==> src/rtl/rgb_led_driver_pkg.sv <==
// rgb_pkg: shared types and helpers for the RGB LED driver.
//   state_t    - driver FSM states
//   color_t    - {R,G,B} flag vector as produced by the upstream comparator
//   COLOR_*    - the three legal one-hot colours plus "off"
//   is_onehot  - true when exactly one colour flag is set
package rgb_pkg;

  typedef enum logic [1:0] {
    IDLE   = 2'd0,
    STEADY = 2'd1,
    FLASH  = 2'd2,
    ERROR  = 2'd3
  } state_t;

  typedef logic [2:0] color_t;

  localparam color_t COLOR_R   = 3'b100;
  localparam color_t COLOR_G   = 3'b010;
  localparam color_t COLOR_B   = 3'b001;
  localparam color_t COLOR_OFF = 3'b000;

  function automatic logic is_onehot(input color_t c);
    return (c == COLOR_R) || (c == COLOR_G) || (c == COLOR_B);
  endfunction

endpackage

==> src/rtl/rgb_led_driver_pwm_gen.sv <==
// pwm_gen: free-running PWM reference for the steady-state LED dimming.
//   clk        - system clock
//   rst_n      - synchronous active-low reset (clears the counter)
//   brightness - duty cycle, in counts out of 2^BW
//   pwm_on     - high while the counter is below brightness; forced high
//                when brightness is all-ones so full scale is truly 100%
module pwm_gen #(
  parameter int BW = 8
) (
  input  logic          clk,
  input  logic          rst_n,
  input  logic [BW-1:0] brightness,
  output logic          pwm_on
);

  logic [BW-1:0] pwm_cnt_reg;

  // Wraps naturally from 2^BW-1 back to 0.
  always_ff @(posedge clk) begin
    if (!rst_n) begin
      pwm_cnt_reg <= '0;
    end else begin
      pwm_cnt_reg <= pwm_cnt_reg + BW'(1);
    end
  end

  // A plain compare would top out at (2^BW-1)/2^BW duty, so all-ones
  // is treated as "always on".
  assign pwm_on = (&brightness) ? 1'b1 : (pwm_cnt_reg < brightness);

endmodule

==> src/rtl/rgb_led_driver.sv <==
// rgb_led_driver: drives the board RGB LED from the comparator's one-hot
// R/G/B result flags.
//   clk, rst_n          - system clock, synchronous active-low reset
//   r_in, g_in, b_in    - comparator result flags (expected one-hot)
//   brightness          - steady-state PWM duty
//   led_r, led_g, led_b - registered LED drives
//   change_pulse        - one-cycle pulse when a new colour is accepted
//   err                 - high while the registered input is not one-hot
//                         (all-zero counts only after the first valid input)
// A new colour flashes at full brightness for FLASH_LEN cycles, then the
// colour is held PWM-dimmed. Input-to-output latency is two cycles.
module rgb_led_driver
  import rgb_pkg::*;
#(
  parameter int BW        = 8,
  parameter int FLASH_LEN = 16
) (
  input  logic          clk,
  input  logic          rst_n,
  input  logic          r_in,
  input  logic          g_in,
  input  logic          b_in,
  input  logic [BW-1:0] brightness,
  output logic          led_r,
  output logic          led_g,
  output logic          led_b,
  output logic          change_pulse,
  output logic          err
);

  localparam int FW = (FLASH_LEN > 1) ? $clog2(FLASH_LEN) : 1;
  localparam logic [FW-1:0] FLASH_LOAD = FW'(FLASH_LEN - 1);

  color_t        color_q;
  color_t        prev_q;
  state_t        state_reg;
  logic [FW-1:0] flash_cnt_reg;
  color_t        led_reg;
  logic          change_pulse_reg;
  logic          err_reg;

  logic   pwm_on;
  logic   valid;
  logic   accept_change;
  logic   go_error;
  color_t steady_led;

  pwm_gen #(.BW(BW)) u_pwm_gen (
    .clk        (clk),
    .rst_n      (rst_n),
    .brightness (brightness),
    .pwm_on     (pwm_on)
  );

  assign valid = is_onehot(color_q);

  // Leaving IDLE or ERROR always takes the new colour, even if it matches
  // the last one shown; in FLASH/STEADY only a genuine change counts.
  assign accept_change = valid &&
                         ((state_reg == IDLE) || (state_reg == ERROR) ||
                          (color_q != prev_q));

  // All-zero input is tolerated only before the first valid colour.
  assign go_error = !valid && !((state_reg == IDLE) && (color_q == COLOR_OFF));

  genvar gi;
  generate
    for (gi = 0; gi < 3; gi++) begin : g_steady
      assign steady_led[gi] = prev_q[gi] & pwm_on;
    end
  endgenerate

  // Priority: accepted change > error > per-state behaviour. Giving the
  // change precedence over flash_cnt==0 lets a colour arriving on the last
  // flash cycle restart the flash without a STEADY cycle in between.
  always_ff @(posedge clk) begin
    if (!rst_n) begin
      color_q          <= COLOR_OFF;
      prev_q           <= COLOR_OFF;
      state_reg        <= IDLE;
      flash_cnt_reg    <= '0;
      led_reg          <= COLOR_OFF;
      change_pulse_reg <= 1'b0;
      err_reg          <= 1'b0;
    end else begin
      color_q          <= {r_in, g_in, b_in};
      change_pulse_reg <= 1'b0;

      if (accept_change) begin
        state_reg        <= FLASH;
        flash_cnt_reg    <= FLASH_LOAD;
        prev_q           <= color_q;
        led_reg          <= color_q;
        change_pulse_reg <= 1'b1;
        err_reg          <= 1'b0;
      end else if (go_error) begin
        state_reg <= ERROR;
        led_reg   <= COLOR_OFF;
        err_reg   <= 1'b1;
      end else begin
        case (state_reg)
          IDLE: begin
            led_reg <= COLOR_OFF;
            err_reg <= 1'b0;
          end
          FLASH: begin
            err_reg <= 1'b0;
            if (flash_cnt_reg == '0) begin
              state_reg <= STEADY;
              led_reg   <= steady_led;
            end else begin
              flash_cnt_reg <= flash_cnt_reg - FW'(1);
              led_reg       <= prev_q;
            end
          end
          STEADY: begin
            err_reg <= 1'b0;
            led_reg <= steady_led;
          end
          ERROR: begin
            led_reg <= COLOR_OFF;
            err_reg <= 1'b1;
          end
          default: begin
            state_reg <= IDLE;
            led_reg   <= COLOR_OFF;
            err_reg   <= 1'b0;
          end
        endcase
      end
    end
  end

  assign led_r        = led_reg[2];
  assign led_g        = led_reg[1];
  assign led_b        = led_reg[0];
  assign change_pulse = change_pulse_reg;
  assign err          = err_reg;

endmodule

==> config.mk <==
export PLATFORM = sky130hd
export DESIGN_NAME = rgb_led_driver
export DESIGN_NICKNAME = d
export VERILOG_FILES = /design/src/rtl/rgb_led_driver_pkg.sv /design/src/rtl/rgb_led_driver_pwm_gen.sv /design/src/rtl/rgb_led_driver.sv
export SDC_FILE = /design/constraint.sdc
export NUM_CORES = 1
export LEC_CHECK = 0
export CORE_ASPECT_RATIO = 1.2
export CORE_MARGIN = 2
export CORE_UTILIZATION = 40
export DETAILED_ROUTE_END_ITERATION = 8
export RECOVER_POWER = 25
export SETUP_SLACK_MARGIN = 0.02
export SLEW_MARGIN = 20
export SYNTH_ARGS = -nofsm -noshare
export SYNTH_HDL_FRONTEND = slang
export SYNTH_SLANG_ARGS = --single-unit
==> constraint.sdc <==
create_clock -name clk -period 2.35 [get_ports clk]
set_input_delay 0.5875 -clock clk [delete_from_list [all_inputs] [get_ports clk]]
set_output_delay 0.5875 -clock clk [all_outputs]
set_load 0.03 [all_outputs]
Word level (Yosys, flattened, before mapping)
Index checks and enable logic that the tools add are counted.
Widths: inputs -> output; s select.
{ "totals": {"ff_bits": 25, "wordCells": 65, "output_inout_bits": 5} }
{ "classes": {"order_cmp": 1, "muxes": 16, "n_addsub": 2, "bitwise_logic": 4, "eq_ne": 9, "reduce_logical": 24} }
{ "ops": {"columns": ["op", "count"], "rows": [
  ["$mux 4", 4],
  ["$mux 3", 3],
  ["$pmux 3 s3", 1],
  ["$add 8x1->8 const B", 1],
  ["$lt 8x8->1", 1],
  ["$mux 2", 4],
  ["$reduce_and 8->1", 1],
  ["$reduce_bool 2->1", 3],
  ["$reduce_bool 3->1", 2],
  ["$eq 2x2->1 const B", 2],
  ["$logic_not 4->1", 1],
  ["$logic_or 1x1->1", 4],
  ["$ne 2x2->1 const B", 2],
  ["$reduce_and 2->1", 2],
  ["$reduce_or 2->1", 2],
  ["$sub 4x1->4 const B", 1],
  ["$and 1x1->1", 3],
  ["$eq 3x1->1 const B", 1],
  ["$eq 3x2->1 const B", 1],
  ["$eq 3x3->1 const B", 1],
  ["$logic_and 1x1->1", 3],
  ["$logic_not 3->1", 1],
  ["$mux 1", 3],
  ["$ne 3x3->1", 1],
  ["7 further kinds", 8]
]} }

Logic depth before layout (Yosys ltp)
{ "depth": {"word_depth": 7, "depth_mapped": 7, "depth_no_buf": 7} }

Modules after synthesis
A second synthesis with hierarchy kept.
{ "unflattened": {"hier_cells": 158, "hier_area_um2": 1445.1} }
{ "by_module_without_submodules": {"columns": ["mod", "seq_area_each_um2", "cells_per_inst", "area_per_inst_um2", "n_inst"], "rows": [
  ["rgb_led_driver", 340.3, 101, 935.9, 1],
  ["pwm_gen", 160.2, 57, 509.2, 1]
]} }

Least setup slack after synthesis
OpenSTA, ideal clock, no wires.
{ "synth_timing": {"kind": "input port to flip-flop", "from": "in brightness[6]", "to": "reg led_reg[2]", "path_buffers": 0, "cell_stages": 7, "setup_ns": 0.060, "t_required_ns": 2.290, "setup_slack_ns": 0.381, "t_arrival_ns": 1.909, "cell_sequence": "inv_1 -> ha_1 -> a41o_1 -> a21oi_1 -> o221ai_2 -> a2111oi_4 -> a22o_1"} }
{ "synth_between": {"elab_chain_cells": 7, "elab_cells_between_ends": 8, "classes_between": "order compare: 1; mux: 5; bitwise: 1; reduce/logical: 1"} }
{ "synth_lines": {"columns": ["item", "line", "rtl"], "rows": [
  ["start, declared", "rgb_led_driver.sv:23", "input logic [BW-1:0] brightness,"],
  ["$lt 8x8->1 or $reduce_and 8->1 (tied branches)", "rgb_led_driver_pwm_gen.sv:29", "assign pwm_on = (&brightness) ? 1'b1 : (pwm_cnt_reg < brightness);"],
  ["$mux 1 (*)", "rgb_led_driver_pwm_gen.sv:29", null],
  ["$and 1x1->1 (*)", "rgb_led_driver.sv:69", "assign steady_led[gi] = prev_q[gi] & pwm_on;"],
  ["$mux 3", "rgb_led_driver.sv:108", "if (flash_cnt_reg == '0) begin"],
  ["$pmux 3 s3 (*)", "rgb_led_driver.sv:101", "case (state_reg)"],
  ["$mux 3 (*)", "rgb_led_driver.sv:96", "end else if (go_error) begin"],
  ["$mux 3 (*)", "rgb_led_driver.sv:89", "if (accept_change) begin"],
  ["end signal, assigned", "rgb_led_driver.sv:93", "led_reg <= color_q;"],
  ["end signal, assigned", "rgb_led_driver.sv:110", "led_reg <= steady_led;"],
  ["end signal, assigned", "rgb_led_driver.sv:113", "led_reg <= prev_q;"],
  ["end, declared", "rgb_led_driver.sv:38", "color_t led_reg;"]
]} }
Every way passes the cells marked *; elsewhere a longest branch is shown, timed or not.
A chain may end at the register's enable or synchronous reset.

Worst setup path in the final report
{ "layout_timing": {"from": "in brightness[6]", "to": "reg led_reg[0]"} }
Same word-level chain as after synthesis.

==> results.json <==
{
  "status": "completed",
  "n_fill_cell": 337,
  "area.sequential_um2": 500,
  "ir_worst_vdd_mv": 0.472,
  "worstSetupPathType": "input pin to register",
  "post-route-period-util_pct": 92.9,
  "holdPathEnd": "u_pwm_gen.pwm_cnt_reg[0]",
  "path_max_fanout": 3,
  "slew_headroom_pct": 55.0,
  "drive_gt1_share_pct": 7.27,
  "h-tree-depth": 1,
  "synth_cells": 145,
  "drv_cap": 0,
  "wl_per_cell_um": 13.1,
  "grt-ovfl-total": 0,
  "largest_reg_flops": 8,
  "dieWidth_um": 57.0,
  "rows": 23,
  "grt_setup_unrepaired": "false",
  "hold_viol": 0,
  "cp_slowest_cell": "clkdlybuf4s50_1",
  "fin_nets": 193,
  "worst_pin_slew_ns": 0.674,
  "cellInternalPower_mw": 0.703,
  "ios": 18,
  "synth_cell_type_count": 40,
  "vias_per_cell": 5.40,
  "start_util_pct": 41.2,
  "combPwrFrac_pct": 25.9,
  "insertion_delay_ns": 0.27,
  "drtIter0Drc": 34,
  "drc": 0,
  "async_reset_ff_share_pct": 0,
  "gp_congestion": 0.868,
  "fin_ws_ns": 0.167,
  "power_frac_seq_pct": 49.0,
  "first_pass_iters": 4,
  "max_stage_delay_ns": 0.48,
  "synthFlopType": "dfxtp_1",
  "clock_skew_ns": 0.00238,
  "clock_sinks": 25,
  "ys_warn_count": 0,
  "drv_slew": 0,
  "clk_pin_slew_worst_paths_ns": 0.09,
  "setup_viol": 0,
  "leakagePower_nw": 0.690,
  "crit_chain": "clkdlybuf4s50_1, inv_1, ha_1, a41o_1, a21oi_1, o221ai_2, a2111oi_4, a32o_1",
  "antenna_cells": 0,
  "hold_class": "register to register",
  "avgSynthCellArea_um2": 9.31,
  "crit_start": "brightness[6]",
  "ff2ff_setup_slack_ns": 0.35,
  "grt_max_degree": 15,
  "dpl_worst_slack_ns": -0.264,
  "portBuffers": 17,
  "cts_made_buffers": 3,
  "syn_nets": 172,
  "fin_util_pct": 49.2,
  "worstSetupStartpointType": "input pin",
  "area_growth_pct": 19.5,
  "clockBufferDepth": 2,
  "clockPowerShare_pct": 25.1,
  "switching_share_pct": 29.9,
  "worstHoldStart": "u_pwm_gen.pwm_cnt_reg[0]",
  "gr-usage-all-layers_pct": 16.6,
  "vias": 1091,
  "reg2reg_to": "led_reg[0]",
  "cp-end-kind": "register",
  "synth-edff-count": 0,
  "reg2reg_depth": 5,
  "dp.final_hpwl_um": 2070,
  "multi_input_area_um2": 771,
  "fin_total_pwr_mw": 1.00,
  "grt_pass1_wl_um": 4980,
  "drt.antenna.violating_nets": 0,
  "cts_hold_buf": 0,
  "whs_path_depth": 1,
  "ys_ff_latch": 25,
  "post_cts_resize_count": 0,
  "finalCriticalPeriod_ns": 2.18,
  "cts_tree": "built",
  "dieArea_um2": 3860,
  "syn_area_um2": 1350,
  "antenna_found_initial": 0,
  "fmax_ghz": 0.458,
  "clk_root_buffer_cell": "clkbuf_8",
  "cp_data_arrival_time_ns": 2.39,
  "seq_area_frac_synth_pct": 37.1,
  "fin_setup_tns_ns": 0,
  "r2r_start": "prev_q[0]",
  "routed_wl_um": 2650,
  "cp.required_ns": 2.56,
  "grt_pass1_vias": 1162,
  "switchingPower_mw": 0.299,
  "die_h_um": 67.6,
  "core_um2": 3280,
  "power_density_nw_per_um2": 621
}
[logic make-up after synthesis]
group	count (synthesis)	synth area share, %
buffers and inverters	20	5.84
flip-flops	25	37.1
multiplexers	2	1.48
AND/OR/NAND/NOR	45	17.5
XOR/XNOR	11	7.69
AO/OA/AOI/OAI	28	17.4
adder cells (fa/ha/maj)	14	13.0
[metal layers]
metal / vias up / track usage (%) / wire length, um
met3: 5 / 3.26 / 118
li1: 544 / - / -
met1: 518 / 18.7 / 1180
met5: - / 0 / 0
met2: 24 / 30.0 / 1310
met4: 0 / 7.56 / 48
[metrics by stage]
| step | std cells | instance area, um^2 | hold slack, ns |
|---|---|---|---|
| after floorplan | 145 | 1350 | 0.421 |
| after global placement | 198 | 1570 | 0.443 |
| after detailed placement | 198 | 1570 | 0.456 |
| after CTS | 202 | 1620 | 0.478 |
| after global routing | 202 | 1610 | 0.515 |
| final | 202 | 1610 | 0.473 |
[worst max path at each step]
| stage | end | cells after the start | slack [ns] |
|---|---|---|---|
| 2_1_floorplan | led_reg[2] | 7 | 0.38 |
| 3_3_place_gp | led_reg[2] | 8 | -0.18 |
| 3_5_place_dp | led_reg[2] | 8 | -0.26 |
| 4_1_cts | led_reg[0] | 8 | 0.02 |
| 5_1_grt | led_reg[2] | 7 | 0.02 |
| 6_report | led_reg[0] | 8 | 0.17 |
[placed cells by master (no fill, tap or decap), drive strengths merged, types with 2 or more instances in the layout]
cell	netlist	layout
dfxtp	25	25
clkdlybuf4s50	0	16
inv	15	15
nor2	14	14
ha	14	14
nand3	8	8
a21oi	6	6
xnor2	6	6
xor2	5	5
o21a	5	5
and2	5	5
clkbuf	2	5
and3	3	3
nand4	3	3
o21ai	3	3
nand2	2	2
or4	2	2
nand2b	2	2
nor3	2	2
mux2i	2	2
a32o	2	2
buf	3	2
[final cells by class]
cell class / instances / area share [%]
Sequential cell: 25 / 31.0
Multi-Input combinational cell: 100 / 47.8
Clock buffer: 3 / 2.56
Inverter: 15 / 3.49
Timing Repair Buffer: 21 / 11.9
Clock inverter: 1 / 0.310
Tap cell: 37 / 2.87
[critical path: cells and delay by family]
kind,cells,cell delay [ns]
AOI/OAI and AO/OA,5,0.95
buffers and inverters,2,0.53
adders and majority gates,1,0.32
[cells in the mapped netlist, types with 2 or more instances]
cell | instances | area [um^2]
o21a_1 | 5 | 37.5
a32o_1 | 2 | 20.0
buf_2 | 3 | 15.0
nand3_1 | 8 | 40.0
clkbuf_1 | 2 | 7.51
nand2b_1 | 2 | 12.5
nor3_1 | 2 | 10.0
or4_1 | 2 | 15.0
nor2_1 | 14 | 52.6
inv_1 | 14 | 52.6
xor2_1 | 5 | 43.8
xnor2_1 | 5 | 43.8
dfxtp_1 | 25 | 500
ha_1 | 14 | 175
a21oi_1 | 6 | 30.0
and2_1 | 5 | 31.3
o21ai_1 | 2 | 10.0
nand2_1 | 2 | 7.51
mux2i_1 | 2 | 20.0
nand4_1 | 3 | 18.8
and3_1 | 3 | 18.8
[power by group through the flow]
stage | clock network, mW | logic (mW) | registers [mW]
6_report | 0.252 | 0.259 | 0.491
5_1_grt | 0.284 | 0.294 | 0.497
4_1_cts | 0.264 | 0.266 | 0.491
3_5_place_dp | 0 | 0.264 | 0.500
3_3_place_gp | 0 | 0.258 | 0.499
2_1_floorplan | 0 | 0.181 | 0.502
[timing repair]
| action | CTS | global route |
|---|---|---|
| hold endpoints to repair | 0 | 0 |
| endpoints found under the setup margin | 0 | 3 |
| setup buffers | 0 | 0 |
Power figures use the tool's default switching activity.
